`config.mk`:
```
export PLATFORM = sky130hd
export DESIGN_NAME = ram_dp_1w1r_init
export DESIGN_NICKNAME = d
export VERILOG_FILES = /design/src/rtl/ram_dp_1w1r_init.sv
export SDC_FILE = /design/constraint.sdc
export NUM_CORES = 1
export LEC_CHECK = 0
export CAP_MARGIN = 30
export CORE_UTILIZATION = 54
export DETAILED_ROUTE_END_ITERATION = 8
export PLACE_DENSITY_LB_ADDON = 0.12
export SYNTH_ARGS = -nofsm -noshare
export SYNTH_HDL_FRONTEND = slang
export SYNTH_SLANG_ARGS = --single-unit
```
`constraint.sdc`:
```
create_clock -name clk -period 1.7 [get_ports clk]
set_input_delay 0.255 -clock clk [delete_from_list [all_inputs] [get_ports clk]]
set_output_delay 0.255 -clock clk [all_outputs]
set_load 0.1 [all_outputs]
```
`src/rtl/ram_dp_1w1r_init.sv`:
```
// Simple dual-port RAM (1W/1R, one clock) that clears every word to INIT_VALUE after reset.
// Define RAM_BYPASS_EN for write-first forwarding on same-address collisions (read-first otherwise).
module ram_dp_1w1r_init #(
  parameter int unsigned            DATA_WIDTH = 4,
  parameter int unsigned            ADDR_WIDTH = 3,
  parameter logic [DATA_WIDTH-1:0]  INIT_VALUE = '0
) (
  input  logic                  clk,
  input  logic                  reset_L,
  input  logic                  wr_en,
  input  logic [ADDR_WIDTH-1:0] wr_addr,
  input  logic [DATA_WIDTH-1:0] wr_data,
  input  logic                  rd_en,
  input  logic [ADDR_WIDTH-1:0] rd_addr,
  output logic [DATA_WIDTH-1:0] rd_data,
  output logic                  rd_valid,
  output logic                  busy,
  output logic                  drop
);

  localparam int unsigned DEPTH = 1 << ADDR_WIDTH;

  typedef enum logic {CLEAR, READY} state_e;

  state_e                  state_q, state_d;
  logic [ADDR_WIDTH-1:0]   clr_addr_q, clr_addr_d;
  logic [DATA_WIDTH-1:0]   mem_q [DEPTH];

  logic                    mem_we;
  logic [ADDR_WIDTH-1:0]   mem_waddr;
  logic [DATA_WIDTH-1:0]   mem_wdata;
  logic [DATA_WIDTH-1:0]   rd_data_q, rd_data_d;
  logic                    rd_valid_q, rd_valid_d;
  logic                    drop_q, drop_d;

  always_ff @(posedge clk) begin
    if (!reset_L) begin
      state_q    <= CLEAR;
      clr_addr_q <= '0;
    end else begin
      state_q    <= state_d;
      clr_addr_q <= clr_addr_d;
    end
  end

  always_comb begin
    state_d    = state_q;
    clr_addr_d = clr_addr_q;
    case (state_q)
      CLEAR: begin
        clr_addr_d = clr_addr_q + 1'b1;
        if (clr_addr_q == '1) state_d = READY;
      end
      READY:   state_d = READY;
      default: state_d = CLEAR;
    endcase
  end

  always_comb begin
    mem_we     = 1'b0;
    mem_waddr  = wr_addr;
    mem_wdata  = wr_data;
    rd_data_d  = rd_data_q;
    rd_valid_d = 1'b0;
    drop_d     = 1'b0;
    case (state_q)
      CLEAR: begin
        mem_we    = 1'b1;
        mem_waddr = clr_addr_q;
        mem_wdata = INIT_VALUE;
        drop_d    = wr_en | rd_en;
      end
      READY: begin
        mem_we = wr_en;
        if (rd_en) begin
          rd_valid_d = 1'b1;
          rd_data_d  = mem_q[rd_addr];
`ifdef RAM_BYPASS_EN
          if (wr_en && (wr_addr == rd_addr)) rd_data_d = wr_data;
`endif
        end
      end
      default: ;
    endcase
  end

  // Array has no reset: the clear sequence is what initialises it.
  always_ff @(posedge clk) begin
    if (reset_L && mem_we) mem_q[mem_waddr] <= mem_wdata;
  end

  always_ff @(posedge clk) begin
    if (!reset_L) begin
      rd_data_q  <= '0;
      rd_valid_q <= 1'b0;
      drop_q     <= 1'b0;
    end else begin
      rd_data_q  <= rd_data_d;
      rd_valid_q <= rd_valid_d;
      drop_q     <= drop_d;
    end
  end

  assign rd_data  = rd_data_q;
  assign rd_valid = rd_valid_q;
  assign drop     = drop_q;
  assign busy     = (state_q == CLEAR);

endmodule

```
==> key figures <==
Setup path
  – Crit start category: flip-flop
  – Data arrival, critical path: between 1500 and 2000 ps
  – Worst-path fanout max: 13
  – Crit end category: flip-flop
  – Crit Path Class: reg2reg
  – WP data required: about 1700 ps
  – Worst Reg-to-Reg Cells: 4

Placed design
  – IO buf count: 20
  – RePlAce Congestion: just under 0.8
  – DPL Wire Length: roughly 2300 microns

GRT
  – First-pass GRT wire length: ~4700 microns
  – Vias in the first global route: a little over 1000
  – Initial antenna violation count: 0
  – GRT overflow: 0
  – Total GRT Usage: between 20% and 30%
  – Pin count of the biggest net entering global routing: 14

Yosys
  – Number of flops mapped to enable cells by yosys: 32
  – Area contributors post-synth: edfxtp_1 55%, dfxtp_1 11%, mux2i_1 10%
  – Cells after Synth: between 100 and 150
  – YS warnings: 0
  – Syn_area_per_cell: about 15 sq um
  – Post-Synthesis Cell Area: 1750 sq um
  – Yosys cell types: 24
  – FFs w/ async S/R, synth: 0%
  – Syn_nets: 133
  – Top cell type's share of synthesized area: a little over half
  – Ys flop type: edfxtp_1
  – Largest area contributor in the netlist: edfxtp_1
  – Yosys reg bits: 42
  – Register area share after synthesis: 66.3%

Timing
  – FMAX: 0.646 GHz
  – Tcrit/Tclk final: 91.0%
  – Tmin final: between 1500 and 2000 ps
  – Final hold vios: 0
  – Max_slew headroom: 73.6%
  – Clock skew: 7.96 ps
  – RSZ-0062 raised after global routing: no
  – Slew Limit Fails: 0
  – Final setup viols: 0
  – Hold WS: around 550 ps
  – Worst-margin pin slew: 394 ps

Drt
  – Iter 0 DRT Violations: 46
  – Vias per cell: ~5.5
  – Total number of vias: 1056
  – Antenna Nets Post-Route: 0
  – WL/cell: approximately 16 microns
  – DR pass1 iterations: 4
  – Final wirelength: between 3000 and 4000 microns
  – Residual DRC: 0

Power and ir drop
  – PwrDens: between 800 and 900 nW/um^2
  – Max rail drop VDD: around 0.00048 V
  – Leakage Power: between 0.0007 and 0.0008 uW
  – Total power: roughly 1800 uW

Clocking
  – Worst-skew pair later-pin latency: between 300 and 400 ps
  – CTS max path bufs: 2
  – Sink Count: 42
  – H-tree Lvls: 2
  – Clock buffer count from CTS: 5
  – Post-CTS setup-driven buffer insertion count: 0
  – Post-cts repair resize count: 0
  – Post-cts hold buffer count: 0
  – CTS root buffer: clkbuf_4
  – TritonCTS clock tree: yes
  – Clock transition at the registers of the reported paths: around 120 ps

Cells and area
  – Share of layout cells above drive strength 1: 18.8%
  – Ant. Diodes: 0
  – Fin util: between 70 and 80%
  – Area Overhead vs Synth: 23.2%
  – Nets: 164

Floorplan
  – Initial core utilization: between 50% and 60%
  – Top Ports: 21
  – Die Footprint: approximately 3500 sq um
  – DIE HEIGHT: 58.9 microns
  – Core ar.: about 3100 sq um
  – Die X: roughly 59 microns
  – Std-Cell Rows: 20

Min path
  – Hold Path Class: reg2reg
  – Hold path cells: 2

Flow run
  – Max Cap Violations: 0

Run status
  – Status: completed
==> worst paths after layout <==
| kind | from | slack [ps] | endpoint |
|---|---|---|---|
| min | clr_addr_q[0] | 550 | clr_addr_q[0] |
| max | state_q | 150 | mem_q[2][3] |
| min reg2reg | clr_addr_q[0] | 550 | clr_addr_q[0] |
| max reg2reg | state_q | 150 | mem_q[2][3] |
==> cells in the final DEF, fill, tap and decap left out, drive strengths merged, types with 5 or more instances in the layout <==
cell / instances
and2: 5
buf: 17
clkbuf: 5
clkdlybuf4s50: 13
dfxtp: 10
edfxtp: 32
mux2i: 18
nor2: 12
o21ai: 6
==> routing by layer <==
metal / track usage, % / vias up / part of all wire, %
met5: 0 / - / 0
met4: 8.16 / 0 / 1.2
met3: 6.15 / 4 / 5.2
met2: 33.3 / 39 / 52
met1: 24.6 / 512 / 42
li1: - / 501 / -
==> cells in the mapped netlist (2+ instances only) <==
cell type and instances:
nor2b_1 4, inv_1 3, and3_1 2, a21oi_1 4, and2_1 5, clkbuf_1 3
o21ai_0 6, a32oi_1 2, dfxtp_1 10, mux2i_1 18, edfxtp_1 32, nor2_1 12
mux4_2 4, ha_1 2
==> metrics by stage <==
| stage | area, sq um | setup slack (ps) | TNS (ps) | std cells |
|---|---|---|---|---|
| after floorplan | 1750 | 295 | 0 | 117 |
| after global placement | 2100 | -91.8 | -862 | 185 |
| after detailed placement | 2100 | -118 | -1470 | 185 |
| after CTS | 2160 | 140 | 0 | 193 |
| after global routing | 2160 | 57.0 | 0 | 193 |
| final | 2160 | 153 | 0 | 193 |
==> logic make-up (layout without fill, tap and decap cells) <==
| logic type | count (synthesis) | count (layout) | share of synthesized area (%) |
|---|---|---|---|
| muxes | 22 | 22 | 15.4 |
| AOI/OAI and AO/OA | 16 | 16 | 5.79 |
| adders and majority gates | 2 | 2 | 1.43 |
| DFF | 42 | 42 | 66.3 |
| buffers and inverters | 9 | 41 | 3.36 |
| and+or+nand+nor | 26 | 26 | 7.65 |
==> flip-flops by register name, indices dropped and copies added, names as in the netlist <==
signal      count
mem_q          32
rd_data         4
clr_addr_q      3
drop            1
rd_valid        1
state_q         1
==> power by group <==
group	total (uW)	switching [uW]	internal, uW
Sequential	1140	14.8	1130
Clock	462	308	154
Combinational	193	94.1	99.1
==> final cells by class <==
class	count	area, sq um
clock buffers	5	37.5
flip-flops and latches	42	1160
fillers	209	896
multi-input cells	66	531
well taps	44	55.1
inverters	3	11.3
clock inverters	3	16.3
repair buffers	30	345
==> worst max-delay path, cell delays in order, from the launching register on <==
cell,delay (ps)
dfxtp_1,470
buf_4,230
nand2_1,70
a2bb2oi_1,160
nor2_1,310
Note: power is estimated with default switching activity, not from simulation.
